**src/rtl/uart_rx_deframer_if.sv**
```systemverilog
// Signal bundle between the serial line / baud generator side and the receive deframer.
interface uart_rx_deframer_if;
  logic       rx;
  logic       sample_tick;
  logic [1:0] parity_type;
  logic [7:0] raw_data;
  logic       parity_bit;
  logic       start_bit;
  logic       stop_bit;
  logic       recieved_flag;
  logic       active;

  modport master (
    output rx, sample_tick, parity_type,
    input  raw_data, parity_bit, start_bit, stop_bit, recieved_flag, active
  );

  modport slave (
    input  rx, sample_tick, parity_type,
    output raw_data, parity_bit, start_bit, stop_bit, recieved_flag, active
  );
endinterface

```
**src/rtl/uart_rx_deframer.sv**
```systemverilog
// UART receive deframer: 16x oversampled start detection, mid-cell majority vote,
// 8 data bits LSB-first, optional parity, stop bit, one-clock completion strobe.
module uart_rx_deframer #(
  parameter int OVERSAMPLE = 16
) (
  input  logic              clock,
  input  logic              reset_n,
  uart_rx_deframer_if.slave bus
);

  localparam logic [2:0] ST_IDLE   = 3'd0;
  localparam logic [2:0] ST_START  = 3'd1;
  localparam logic [2:0] ST_DATA   = 3'd2;
  localparam logic [2:0] ST_PARITY = 3'd3;
  localparam logic [2:0] ST_STOP   = 3'd4;

  localparam logic [3:0] LAST_TICK = 4'(OVERSAMPLE - 1);

  function automatic logic maj3(input logic a, input logic b, input logic c);
    return (a & b) | (a & c) | (b & c);
  endfunction

  function automatic logic has_parity(input logic [1:0] pt);
    return (pt == 2'b01) || (pt == 2'b10);
  endfunction

  logic [1:0] rx_sync_q;
  logic [2:0] state_q, state_d;
  logic [3:0] tick_cnt_q, tick_cnt_d;
  logic [2:0] bit_cnt_q, bit_cnt_d;
  logic       armed_q, armed_d;
  logic [1:0] ptype_q, ptype_d;
  logic       samp7_q, samp7_d;
  logic       samp8_q, samp8_d;
  logic [7:0] shift_q, shift_d;
  logic       start_bit_q, start_bit_d;
  logic       parity_q, parity_d;
  logic [7:0] raw_data_q;
  logic       parity_bit_q;
  logic       start_out_q;
  logic       stop_out_q;
  logic       flag_q;
  logic       active_q;

  logic rx_s;
  logic vote_s;
  logic at_vote_s;
  logic at_wrap_s;
  logic done_s;

  assign rx_s      = rx_sync_q[1];
  assign vote_s    = maj3(samp7_q, samp8_q, rx_s);
  assign at_vote_s = bus.sample_tick && (tick_cnt_q == 4'd9);
  assign at_wrap_s = bus.sample_tick && (tick_cnt_q == LAST_TICK);

  // Frame sequencing: counters, sample capture and the state machine.
  always_comb begin
    state_d     = state_q;
    tick_cnt_d  = tick_cnt_q;
    bit_cnt_d   = bit_cnt_q;
    armed_d     = armed_q;
    ptype_d     = ptype_q;
    samp7_d     = samp7_q;
    samp8_d     = samp8_q;
    shift_d     = shift_q;
    start_bit_d = start_bit_q;
    parity_d    = parity_q;
    done_s      = 1'b0;

    if (bus.sample_tick && (state_q != ST_IDLE)) begin
      tick_cnt_d = tick_cnt_q + 4'd1;
      samp7_d    = (tick_cnt_q == 4'd7) ? rx_s : samp7_q;
      samp8_d    = (tick_cnt_q == 4'd8) ? rx_s : samp8_q;
    end else begin
      tick_cnt_d = tick_cnt_q;
    end

    case (state_q)
      ST_IDLE: begin
        if (bus.sample_tick && armed_q && !rx_s) begin
          tick_cnt_d = 4'd1;
          ptype_d    = bus.parity_type;
          armed_d    = 1'b0;
          state_d    = ST_START;
        end else if (bus.sample_tick && rx_s) begin
          armed_d = 1'b1;
        end else begin
          armed_d = armed_q;
        end
      end
      // A bad start vote is kept, not aborted, so the checker can flag it.
      ST_START: begin
        if (at_vote_s) begin
          start_bit_d = vote_s;
        end else if (at_wrap_s) begin
          bit_cnt_d = 3'd0;
          state_d   = ST_DATA;
        end else begin
          start_bit_d = start_bit_q;
        end
      end
      ST_DATA: begin
        if (at_vote_s) begin
          shift_d = {vote_s, shift_q[7:1]};
        end else if (at_wrap_s) begin
          bit_cnt_d = bit_cnt_q + 3'd1;
          if (bit_cnt_q == 3'd7) begin
            state_d = has_parity(ptype_q) ? ST_PARITY : ST_STOP;
          end else begin
            state_d = ST_DATA;
          end
        end else begin
          shift_d = shift_q;
        end
      end
      ST_PARITY: begin
        if (at_vote_s) begin
          parity_d = vote_s;
        end else if (at_wrap_s) begin
          state_d = ST_STOP;
        end else begin
          parity_d = parity_q;
        end
      end
      // Finish at mid-stop so a following start edge can be caught early.
      ST_STOP: begin
        if (at_vote_s) begin
          done_s     = 1'b1;
          tick_cnt_d = 4'd0;
          state_d    = ST_IDLE;
        end else begin
          state_d = ST_STOP;
        end
      end
      default: begin
        tick_cnt_d = 4'd0;
        state_d    = ST_IDLE;
      end
    endcase
  end

  // Line synchronizer and frame-sequencing state.
  always_ff @(posedge clock or negedge reset_n) begin
    if (!reset_n) begin
      rx_sync_q   <= 2'b11;
      state_q     <= ST_IDLE;
      tick_cnt_q  <= 4'd0;
      bit_cnt_q   <= 3'd0;
      armed_q     <= 1'b0;
      ptype_q     <= 2'b00;
      samp7_q     <= 1'b0;
      samp8_q     <= 1'b0;
      shift_q     <= 8'h00;
      start_bit_q <= 1'b0;
      parity_q    <= 1'b0;
      active_q    <= 1'b0;
    end else begin
      rx_sync_q   <= {rx_sync_q[0], bus.rx};
      state_q     <= state_d;
      tick_cnt_q  <= tick_cnt_d;
      bit_cnt_q   <= bit_cnt_d;
      armed_q     <= armed_d;
      ptype_q     <= ptype_d;
      samp7_q     <= samp7_d;
      samp8_q     <= samp8_d;
      shift_q     <= shift_d;
      start_bit_q <= start_bit_d;
      parity_q    <= parity_d;
      active_q    <= (state_d != ST_IDLE);
    end
  end

  // Output fields, updated only when a whole frame has been received.
  always_ff @(posedge clock or negedge reset_n) begin
    if (!reset_n) begin
      raw_data_q   <= 8'h00;
      parity_bit_q <= 1'b1;
      start_out_q  <= 1'b0;
      stop_out_q   <= 1'b1;
      flag_q       <= 1'b0;
    end else begin
      flag_q <= done_s;
      if (done_s) begin
        raw_data_q   <= shift_q;
        parity_bit_q <= has_parity(ptype_q) ? parity_q : 1'b1;
        start_out_q  <= start_bit_q;
        stop_out_q   <= vote_s;
      end else begin
        raw_data_q   <= raw_data_q;
        parity_bit_q <= parity_bit_q;
        start_out_q  <= start_out_q;
        stop_out_q   <= stop_out_q;
      end
    end
  end

  assign bus.raw_data      = raw_data_q;
  assign bus.parity_bit    = parity_bit_q;
  assign bus.start_bit     = start_out_q;
  assign bus.stop_bit      = stop_out_q;
  assign bus.recieved_flag = flag_q;
  assign bus.active        = active_q;

endmodule

```
**src/flat_wrapper.sv**
```systemverilog
// flat-port wrapper written by rule: the top's interface ports become plain ports
module uart_rx_deframer_flat 
#(
  parameter int OVERSAMPLE = 16
)
  (clock, reset_n, bus_rx, bus_sample_tick, bus_parity_type, bus_raw_data, bus_parity_bit, bus_start_bit, bus_stop_bit, bus_recieved_flag, bus_active);
  uart_rx_deframer_if bus_i ();
  input  logic clock;
  input  logic reset_n;
  input wire logic [$bits(bus_i.rx)-1:0] bus_rx;
  input wire logic [$bits(bus_i.sample_tick)-1:0] bus_sample_tick;
  input wire logic [$bits(bus_i.parity_type)-1:0] bus_parity_type;
  output wire logic [$bits(bus_i.raw_data)-1:0] bus_raw_data;
  output wire logic [$bits(bus_i.parity_bit)-1:0] bus_parity_bit;
  output wire logic [$bits(bus_i.start_bit)-1:0] bus_start_bit;
  output wire logic [$bits(bus_i.stop_bit)-1:0] bus_stop_bit;
  output wire logic [$bits(bus_i.recieved_flag)-1:0] bus_recieved_flag;
  output wire logic [$bits(bus_i.active)-1:0] bus_active;
  assign bus_i.rx = bus_rx;
  assign bus_i.sample_tick = bus_sample_tick;
  assign bus_i.parity_type = bus_parity_type;
  assign bus_raw_data = bus_i.raw_data;
  assign bus_parity_bit = bus_i.parity_bit;
  assign bus_start_bit = bus_i.start_bit;
  assign bus_stop_bit = bus_i.stop_bit;
  assign bus_recieved_flag = bus_i.recieved_flag;
  assign bus_active = bus_i.active;
  uart_rx_deframer #(.OVERSAMPLE(OVERSAMPLE)) u_core (.clock(clock), .reset_n(reset_n), .bus(bus_i));
endmodule
```
**config.mk**
```make
export PLATFORM = sky130hd
export DESIGN_NAME = uart_rx_deframer_flat
export DESIGN_NICKNAME = d
export VERILOG_FILES = /design/src/rtl/uart_rx_deframer_if.sv /design/src/rtl/uart_rx_deframer.sv /design/src/flat_wrapper.sv
export SDC_FILE = /design/constraint.sdc
export NUM_CORES = 1
export LEC_CHECK = 0
export BUFFER_PORTS_ARGS = -buffer_cell sky130_fd_sc_hd__buf_2
export CAP_MARGIN = 20
export CORE_MARGIN = 1.5
export CORE_UTILIZATION = 39
export CTS_BUF_LIST = sky130_fd_sc_hd__clkbuf_2
export DETAILED_ROUTE_END_ITERATION = 6
export PLACE_DENSITY_LB_ADDON = 0.25
export RECOVER_POWER = 100
export SKIP_LAST_GASP = 1
export SYNTH_ARGS = -nofsm -noshare
export SYNTH_HDL_FRONTEND = slang
export SYNTH_SLANG_ARGS = --single-unit
```
**constraint.sdc**
```tcl
create_clock -name clock -period 2 [get_ports clock]
set_clock_uncertainty 0.15 [all_clocks]
set_input_delay 0.4 -clock clock [delete_from_list [all_inputs] [get_ports clock]]
set_output_delay 0.4 -clock clock [all_outputs]
set_load 0.02 [all_outputs]
```
==> results of run 1 <==
-- cell families after synthesis --
family	after synthesis
DFF	40
and+or+nand+nor	32
muxes	26
AOI/OAI and AO/OA	24
buffers and inverters	10
adders and majority gates	6
xor gates and xnor gates	2
-- worst reg2reg max path: cells and delay by family, from the launching register on --
kind	cells	cell delay [ns]
adder cells (fa/ha/maj)	1	0.25
AO/OA/AOI/OAI	1	0.41
flip-flops	1	0.49
AND/OR/NAND/NOR	2	0.42
-- layout by cell type (no fill, tap or decap), types with 2 or more instances in the layout --
cell,count
nand3_1,4
dfrtp_1,36
mux2_2,16
a21oi_1,3
a21o_1,2
buf_2,5
inv_1,3
buf_4,2
o31ai_1,2
mux2_1,9
nor2_1,2
a211oi_1,2
clkbuf_2,6
nor2b_1,3
nand2_1,6
o21ai_0,5
o311ai_0,3
clkbuf_1,14
a311oi_1,2
nand4b_1,4
dlygate4sd3_1,2
nor3_1,2
dfstp_2,4
ha_1,5
-- timing repair --
action                     4_1_cts  5_1_grt
hold buffers                     2        0
hold endpoints to repair        37        0
gates resized for setup          0        1
setup endpoints to repair        0        3
-- path summary, 6_finish.rpt --
| check | end | from | cells past startpoint | slack, ns |
|---|---|---|---|---|
| setup / recovery | u_core.bit_cnt_q[0] | u_core.tick_cnt_q[0] | 4 | 0.16 |
| hold / removal | u_core.ptype_q[0] | bus_parity_type[0] | 2 | 0.08 |
| setup reg to reg | u_core.bit_cnt_q[0] | u_core.tick_cnt_q[0] | 4 | 0.16 |
| hold reg to reg | u_core.rx_sync_q[1] | u_core.rx_sync_q[0] | 0 | 0.22 |
| max in group asynchronous | u_core.tick_cnt_q[0] | reset_n | 3 | 0.52 |
| min in group asynchronous | u_core.bit_cnt_q[1] | reset_n | 3 | 0.58 |
-- area by class of cell --
class / count / area share
clock buffer: 5 / 0.0123
clock inverter: 3 / 0.0209
inverter: 3 / 0.00554
multi-input combinational: 90 / 0.377
sequential: 40 / 0.495
tap: 52 / 0.0320
timing repair buffer: 24 / 0.0578
-- sequential cells by signal, indices dropped and copies added (netlist names), 2 cells and up --
| name | count |
|---|---|
| u_core.bus.raw_data | 8 |
| u_core.shift_q | 8 |
| u_core.tick_cnt_q | 4 |
| u_core.bit_cnt_q | 3 |
| u_core.state_q | 3 |
| u_core.ptype_q | 2 |
| u_core.rx_sync_q | 2 |
-- layer usage --
metal | global-route usage | vias up | part of all wire
met5 | 0 | - | 0
met4 | 0.0629 | 0 | 0.018
met3 | 0.0514 | 8 | 0.049
met2 | 0.220 | 29 | 0.46
met1 | 0.178 | 603 | 0.47
li1 | - | 569 | -
-- power breakdown --
group          internal (mW)  leakage, nW  total, mW  switching [mW]
clock network          0.210       0.0406      0.475           0.265
logic                  0.265        0.403      0.569           0.304
registers              0.946        0.516       1.11           0.163
==> summary.txt, run 1 <==
Finish
  • Cell area after layout: 2030 um^2
  • Area of the multi-input gates: 766 um^2
  • Area delta synth->final: 8.91%
  • FF+latch area: 1010 um^2
  • Finished Layout Cells: 217
  • Fill cells: 406
  • Share of cells above drive strength 1: 0.236
  • Final #Nets: 175
  • N_diodes: 0
  • Fin util: 0.454

Status
  • Outcome: finished, final reports clean

Setup path
  • Worst-path cell chain: ha_1 -> and4_1 -> nand2_1 -> o311ai_0
  • Crit path max-delay family: flip-flops
  • Crit path arrival time: 1.96 ns
  • Max stage delay on crit path: 0.49 ns
  • WS Path Type: register to register
  • Critical-path maximum fanout: 7
  • Req. time, crit path: 2.12 ns
  • Worst setup SP type: register
  • Crit. End Element: register
  • Buf+Inv Stages, Crit Path: 0
  • Slowest cell on crit path: dfrtp_1

Synthesis
  • Post-Syn Area: 1870 um^2
  • Ys flop type: dfrtp_1
  • Compound-cell area share of the yosys netlist: 0.0932
  • Main combinational cell family by area after synthesis: multiplexers
  • Ys Warns: 0
  • Post-synth EDFFs: 0
  • Asr flop ratio synth: 1.00
  • Post-synthesis cell type count: 44
  • Yosys reg bits: 40
  • Post-synthesis mux area share: 0.174
  • Xor/xnor share of the synthesized area: 0.00938
  • Synth area leaders: dfrtp_1 (48%), mux2_2 (9.7%), mux2_4 (7.2%), dfstp_2 (5.6%), ha_1 (3.4%)
  • Post-synthesis simple-gate area fraction: 0.113
  • Post-Synthesis Cells: 140
  • Count leader, synth: dfrtp_1
  • Syn Nets: 151
  • Synth top area share: 0.483
  • Yosys top cell by area: dfrtp_1
  • Post-Synth Adder-Cell Area: 0.0389
  • Seq/Total Area, Yosys: 0.539
  • Syn_area_per_cell: 13.3 um^2
  • Commonest cells post-synth: dfrtp_1 (36), mux2_2 (16), mux2_4 (9)

Drt
  • DRT iter0 DRCs: 88
  • TritonRoute pass-1 iters: 4
  • # DRC: 0
  • Total length of routed wires: 3.35 mm
  • Routed len/inst: 15.4 um
  • Routed via count: 1209
  • Drt via density: 5.57
  • DRT antenna net count: 0

Global routing
  • First-pass GRT wire length: 5.62 mm
  • Initial antenna violation count: 0
  • Largest net degree at the start of global routing: 41
  • Total track usage: 0.142
  • Number of global-route vias before repair: 1199
  • Grt total ovfl: 0

Placed design
  • Placed inst area: 2000 um^2
  • GP Congestion: 0.901
  • Worst slack, placed: 0.106 ns
  • Placed Cells: 207
  • IO Port Bufs: 18
  • HPWL after detailed placement: 2.34 mm

Timing
  • WHS: 0.0810 ns
  • Min Clock Period, post-route: 1.84 ns
  • Max_slew headroom: 0.356
  • Slew Viols, Final: 0
  • Post-route setup TNS: 0 ns
  • Fmax achieved: 0.544 GHz
  • Final Hold Viols: 0
  • RSZ-0062 raised after global routing: false
  • Worst setup margin: 0.162 ns
  • Setup violators final: 0
  • Worst slew pin tran: 0.966 ns
  • Final Cycle Share: 0.919

Clocking
  • CTS buffer count: 5
  • Post-CTS Setup Inserts: 0
  • Clock Path Buffers: 2
  • Clock root buffer: clkbuf_2
  • Clock latency at the later pin of the worst-skew pair: 0.40 ns
  • CTS clk-pin slew, worst paths: 0.20 ns
  • CTS tree: done
  • CTS Sinks: 40
  • H-tree depth: 2

Floorplan
  • Die area: 5210 um^2
  • I/O pin total: 19
  • Core Region: 4470 um^2
  • Die Y: 72.2 um
  • # rows: 24
  • Initial cell density of the core: 0.417
  • Die Wd: 72.2 um

Power and ir drop
  • Overall Power: 2.15 mW
  • Worst VDD drop: 0.872 mV
  • Leakage power: 0.960 nW
  • Pwr per Cell Area: 1060 nW/um^2

Flow run
  • Max-Cap Viols: 0

Worst hold path
  • Hold Crit Class: input pin to register
(Power assumes the default switching activity.)
==> run 2: changes to the inputs <==
--- a/config.mk
+++ b/config.mk
@@ -8,5 +8,4 @@
 export BUFFER_PORTS_ARGS = -buffer_cell sky130_fd_sc_hd__buf_2
 export CAP_MARGIN = 20
-export CORE_MARGIN = 1.5
 export CORE_UTILIZATION = 39
 export CTS_BUF_LIST = sky130_fd_sc_hd__clkbuf_2
@@ -15,4 +14,5 @@
 export RECOVER_POWER = 100
 export SKIP_LAST_GASP = 1
+export SLEW_MARGIN = 25
 export SYNTH_ARGS = -nofsm -noshare
 export SYNTH_HDL_FRONTEND = slang
==> constraint.sdc (replaced) <==
create_clock -name clock -period 2 [get_ports clock]
set_clock_uncertainty 0.15 [all_clocks]
set_input_delay 0.1 -clock clock [delete_from_list [all_inputs] [get_ports clock]]
set_output_delay 0.1 -clock clock [all_outputs]
set_load 0.02 [all_outputs]
==> run 2 against run 1 <==
The run now ends with DRC left. Sequential share of layout area is 0.54 points lower. Fmax is 1.5% lower. Cell count is 0.92% higher. Clock-buffer cell count unchanged. First-iteration DRC count is 30% lower. Sequential power about the same. Worst setup slack worse by 0.028 ns. Total power fell by 0.24%. Register-to-register slack worse by 0.03 ns. Clock power increased by 0.8%. Non-clock buffer count up 2. Critical path depth rose by 1. Critical path type unchanged. Critical endpoint is now u_core.bus.raw_data[6].
==> summary.txt, run 2 (synthesis gave the netlist of run 1 again) <==
Status
  • Outcome: finished with violations
  • Violated checks: DRC

Finish
  • Most frequent cells in the layout: dfrtp_1 (36), mux2_2 (16), clkbuf_1 (14)
  • Share of cells above drive strength 1: 0.222 (-0.0148)
  • Most common library cell in the layout ignoring fill and taps: dfrtp_1
  • Fin util: 0.459 (+0.00503)
  • Fill cells: 421 (+3.7%)
  • Final #Nets: 177 (+1.1%)
  • Area delta synth->final: 10.1%
  • N_diodes: 0 (unchanged)
  • Finished Layout Cells: 219 (+0.92%)

Timing
  • Fmax achieved: 0.536 GHz (-1.5%)
  • RSZ-0062 raised after global routing: false
  • Worst slew pin tran: 0.966 ns (+0.000251 ns)
  • Slew Viols, Final: 0 (unchanged)
  • Max_slew headroom: 0.356 (about the same)
  • Min Clock Period, post-route: 1.87 ns (+0.0280 ns)
  • Post-route setup TNS: 0 ns (unchanged)
  • Setup violators final: 0 (unchanged)
  • Final Cycle Share: 0.933 (+0.0140)
  • Final Hold Viols: 0 (unchanged)

Setup path
  • Req. time, crit path: 2.15 ns (+0.03 ns)
  • Max stage delay on crit path: 0.46 ns (-0.03 ns)
  • Critical-path maximum fanout: 11 (+4)
  • Worst-path cell chain: inv_1 -> ha_1 -> and4b_1 -> nand2_4 -> mux2_1
  • Slowest cell on crit path: dfrtp_1
  • Crit. End Element: register
  • WS Path Type: register to register
  • Worst setup SP type: register
  • Crit path arrival time: 2.01 ns (+0.05 ns)

Floorplan
  • Initial cell density of the core: 0.417 (unchanged)
  • Die area: 5070 um^2 (-2.8%)
  • Core Region: 4470 um^2 (unchanged)
  • # rows: 24 (unchanged)
  • Die Wd: 71.2 um (-1.4%)
  • I/O pin total: 19 (unchanged)
  • Die Y: 71.2 um (-1.4%)

Clocking
  • CTS tree: done
  • Clock latency at the later pin of the worst-skew pair: 0.39 ns (about the same)
  • Clock root buffer: clkbuf_2
  • CTS buffer count: 5 (unchanged)
  • H-tree depth: 2 (unchanged)
  • CTS clk-pin slew, worst paths: 0.20 ns (about the same)
  • Clock Path Buffers: 2 (unchanged)
  • CTS Sinks: 40 (unchanged)

Global routing
  • Total track usage: 0.155 (+0.0130)
  • Initial antenna violation count: 0 (unchanged)
  • Grt total ovfl: 0 (unchanged)
  • Largest net degree at the start of global routing: 41 (unchanged)
  • Number of global-route vias before repair: 1260 (+5.1%)
  • First-pass GRT wire length: 6.04 mm (+7.4%)

Placed design
  • IO Port Bufs: 18 (unchanged)
  • GP Congestion: 0.863 (-4.3%)
  • HPWL after detailed placement: 2.37 mm (+1.4%)
  • Placed Cells: 206 (-0.48%)

Power and ir drop
  • Pwr per Cell Area: 1040 nW/um^2 (-1.3%)
  • Worst VDD drop: 0.649 mV (-26%)
  • Overall Power: 2.15 mW (-0.24%)
  • Leakage power: 0.969 nW (+0.94%)

Drt
  • DR WL met3: 140 um (-14%)
  • Total length of routed wires: 3.38 mm (+1.0%)
  • TritonRoute pass-1 iters: 6 (+2)
  • Routed len/inst: 15.4 um (+0.12%)
  • DRT iter0 DRCs: 62 (-30%)
  • Routed via count: 1201 (-0.66%)
  • Highest routed layer: met4
  • Routed met2 length: 1.61 mm (+4.8%)
  • DRT antenna net count: 0 (unchanged)
  • Drt via density: 5.48 (-1.6%)
  • # DRC: 1 (+1)
  • DRT met1 WL: 1.58 mm (-0.32%)

Flow run
  • Max-Cap Viols: 0 (unchanged)

Worst hold path
  • Hold Crit Class: input pin to register
==> run 2: changes by cell type in the layout (fill, tap and decap cells not counted), sizes merged <==
cell and delta:
dlygate4sd3 +3, buf -1
==> run 2: repair_timing <==
| action | 4_1_cts | 5_1_grt |
|---|---|---|
| resized for setup | 0 | 1 |
| hold endpoints to repair | 40 | 0 |
| setup endpoints to repair | 0 | 9 |
| setup buffers | 0 | 0 |
| hold buffers | 5 | 0 |
==> run 2: layout make-up <==
type | count | area, um^2 | share of cell area
Tap cell | 52 | 65.1 | 0.0316
Clock inverter | 3 | 42.5 | 0.0207
Sequential cell | 40 | 1010 | 0.489
Timing Repair Buffer | 26 | 140 | 0.0682
Multi-Input combinational cell | 90 | 766 | 0.372
Clock buffer | 5 | 25.0 | 0.0122
Inverter | 3 | 11.3 | 0.00548
==> run 2: critical path, delay by kind of cell, from the launching register on <==
kind / cells / cell delay [ns]
AND/OR/NAND/NOR: 2 / 0.53
flip-flops: 1 / 0.46
multiplexers: 1 / 0.36
adder cells (fa/ha/maj): 1 / 0.17
buffers and inverters: 1 / 0.09
==> run 2: final timing paths <==
path	start	end	slack, ns	cells past startpoint
max reg2reg	u_core.tick_cnt_q[1]	u_core.bus.raw_data[6]	0.13	5
min	bus_rx	u_core.rx_sync_q[0]	0.20	2
min reg2reg	u_core.rx_sync_q[0]	u_core.rx_sync_q[1]	0.22	0
max	u_core.tick_cnt_q[1]	u_core.bus.raw_data[6]	0.13	5
max in group asynchronous	reset_n	u_core.parity_q	0.90	2
min in group asynchronous	reset_n	u_core.bit_cnt_q[0]	0.21	2
==> run 2: report_power, final <==
part	leakage [nW]	internal (mW)	switching, mW	total (mW)
registers	0.516	0.946	0.158	1.10
logic	0.412	0.258	0.306	0.564
clock network	0.0406	0.210	0.269	0.479
==> run 2: metal layers <==
metal | up-vias | track usage
met2 | 30 | 0.243
li1 | 571 | -
met4 | 0 | 0.0711
met1 | 595 | 0.204
met3 | 5 | 0.0356
met5 | - | 0
==> run 2: per-stage QoR <==
stage / hold slack [ns] / setup slack (ns) / area [um^2]
6_report: 0.198 / 0.134 / 2060
2_1_floorplan: -0.346 / 0.274 / 1870
3_3_place_gp: 0.0579 / 0.151 / 1990
3_5_place_dp: 0.0629 / 0.0899 / 1990
5_1_grt: 0.149 / 0.0402 / 2060
4_1_cts: 0.171 / 0.0728 / 2110
==> run 3: changes to the inputs <==
CTS_BUF_LIST = sky130_fd_sc_hd__clkbuf_2 sky130_fd_sc_hd__clkbuf_4 sky130_fd_sc_hd__clkbuf_8   (was sky130_fd_sc_hd__clkbuf_2)
clock period = 2.3 ns   (was 2 ns; I/O delays follow)
==> run 3 against run 2 <==
The run still ends with DRC left. Sequential power fell by 11%. Total power fell by 12%. Clock-buffer cell count did not move. Global-route usage fell by 0.61 points. Combinational power fell by 18%. Largest power group unchanged.
==> summary.txt, run 3 (synthesis gave the netlist of run 1 again) <==
Status
  • Outcome: finished with violations
  • Violated checks: DRC

Clocking
  • CTS clk-pin slew, worst paths: 0.07 ns (-0.13 ns)
  • Clock Path Buffers: 2 (unchanged)
  • Clock root buffer: clkbuf_8
  • CTS tree: done
  • H-tree depth: 2 (unchanged)
  • CTS Sinks: 40 (unchanged)
  • Post-CTS resize count: 0 (unchanged)
  • Post-CTS Setup Inserts: 0 (unchanged)
  • Clock latency at the later pin of the worst-skew pair: 0.29 ns (-0.10 ns)
  • CTS buffer count: 5 (unchanged)

Floorplan
  • I/O pin total: 19 (unchanged)
  • # rows: 24 (unchanged)
  • Die area: 5070 um^2 (unchanged)
  • Die Wd: 71.2 um (unchanged)
  • Initial cell density of the core: 0.417 (unchanged)
  • Core Region: 4470 um^2 (unchanged)
  • Die Y: 71.2 um (unchanged)

Drt
  • # DRC: 1 (unchanged)
  • Routed met2 length: 1.67 mm (+3.8%)
  • DRT antenna net count: 0 (unchanged)
  • Routed via count: 1219 (+1.5%)
  • Drt via density: 5.67 (+3.4%)
  • Total length of routed wires: 3.46 mm (+2.1%)
  • DRT iter0 DRCs: 50 (-19%)
  • TritonRoute pass-1 iters: 7 (+1)
  • DRT met1 WL: 1.56 mm (-1.5%)
  • Routed len/inst: 16.1 um (+4.0%)
  • Highest routed layer: met4
  • DR WL met3: 182 um (+30%)

Worst hold path
  • Hold Crit Class: input pin to register

Timing
  • Fmax achieved: 0.521 GHz (-2.7%)
  • Worst setup margin: 0.381 ns (+0.248 ns)
  • RSZ-0062 raised after global routing: false
  • Slew Viols, Final: 0 (unchanged)
  • Setup violators final: 0 (unchanged)
  • Final Hold Viols: 0 (unchanged)
  • Max_slew headroom: 0.353 (-0.00290)
  • Worst slew pin tran: 0.970 ns (+0.00435 ns)
  • Post-route setup TNS: 0 ns (unchanged)
  • Final Cycle Share: 0.834 (-0.0989)
  • Min Clock Period, post-route: 1.92 ns (+0.0525 ns)

Setup path
  • Crit path arrival time: 1.91 ns (-0.10 ns)
  • WS Path Type: register to register
  • Crit. End Element: register
  • Req. time, crit path: 2.29 ns (+0.14 ns)
  • Critical-path maximum fanout: 14 (+3)
  • Worst setup SP type: register

Power and ir drop
  • Pwr per Cell Area: 922 nW/um^2 (-12%)
  • Leakage power: 0.939 nW (-3.1%)
  • Worst VDD drop: 0.537 mV (-17%)
  • Overall Power: 1.88 mW (-12%)

Finish
  • Share of cells above drive strength 1: 0.221 (-0.000698)
  • Finished Layout Cells: 215 (-1.8%)
  • N_diodes: 0 (unchanged)
  • Cell area after layout: 2040 um^2 (-0.55%)
  • Most common library cell in the layout ignoring fill and taps: dfrtp_1
  • Most frequent cells in the layout: dfrtp_1 (36), mux2_2 (16), clkbuf_1 (14)
  • Area delta synth->final: 9.52%
  • Final #Nets: 174 (-1.7%)

Global routing
  • Grt total ovfl: 0 (unchanged)
  • Number of global-route vias before repair: 1160 (-7.9%)
  • Largest net degree at the start of global routing: 41 (unchanged)
  • First-pass GRT wire length: 5.75 mm (-4.8%)
  • Initial antenna violation count: 0 (unchanged)
  • Total track usage: 0.149 (-0.00607)

Placed design
  • Placed inst area: 1980 um^2 (-0.75%)
  • GP Congestion: 0.860 (-0.31%)
  • IO Port Bufs: 18 (unchanged)
  • Worst slack, placed: 0.395 ns (+0.305 ns)
  • Placed Cells: 204 (-0.97%)
  • HPWL after detailed placement: 2.38 mm (+0.11%)

Flow run
  • Max-Cap Viols: 0 (unchanged)
-- run 3: critical path, cell delays in order, from the launching register on --
cell and delay [ns]:
dfrtp_1 0.66, nor2_1 0.12, clkbuf_1 0.21, a21boi_0 0.53, a211oi_1 0.11
-- run 3: per-layer routing --
metal	vias up	GRT usage
met5	-	0
met4	0	0.0578
met3	6	0.0456
met2	33	0.244
met1	618	0.184
li1	562	-
-- run 3: per-stage QoR --
| step | util | hold WS (ns) |
|---|---|---|
| 2_1_floorplan | - | -0.331 |
| 3_3_place_gp | 0.442 | 0.0728 |
| 3_5_place_dp | 0.442 | 0.0729 |
| 4_1_cts | 0.470 | 0.110 |
| 5_1_grt | 0.457 | 0.159 |
| 6_report | 0.457 | 0.121 |
-- run 3: final cells by class --
type,count,area (um^2)
fillers,411,2430
repair buffers,23,118
clock buffers,5,68.8
flip-flops and latches,40,1010
multi-input cells,90,763
clock inverters,2,12.5
inverters,3,11.3
well taps,52,65.1
-- run 3: final timing paths --
kind / start / endpoint / slack [ns] / depth (start not counted)
max reg2reg: u_core.state_q[0] / u_core.tick_cnt_q[0] / 0.38 / 4
max: u_core.state_q[0] / u_core.tick_cnt_q[0] / 0.38 / 4
max in group asynchronous: reset_n / u_core.parity_q / 1.04 / 2
min: bus_sample_tick / u_core.state_q[2] / 0.12 / 4
min in group asynchronous: reset_n / u_core.bit_cnt_q[0] / 0.36 / 2
min reg2reg: u_core.rx_sync_q[0] / u_core.rx_sync_q[1] / 0.21 / 0
-- run 3: power breakdown --
group | internal [mW] | switching, mW
Combinational | 0.218 | 0.246
Sequential | 0.823 | 0.156
Clock | 0.205 | 0.235
-- run 3: timing repair --
item / 4_1_cts / 5_1_grt
endpoints found under the hold margin: 39 / 0
hold buffers: 4 / 0
setup endpoints to repair: 0 / 0
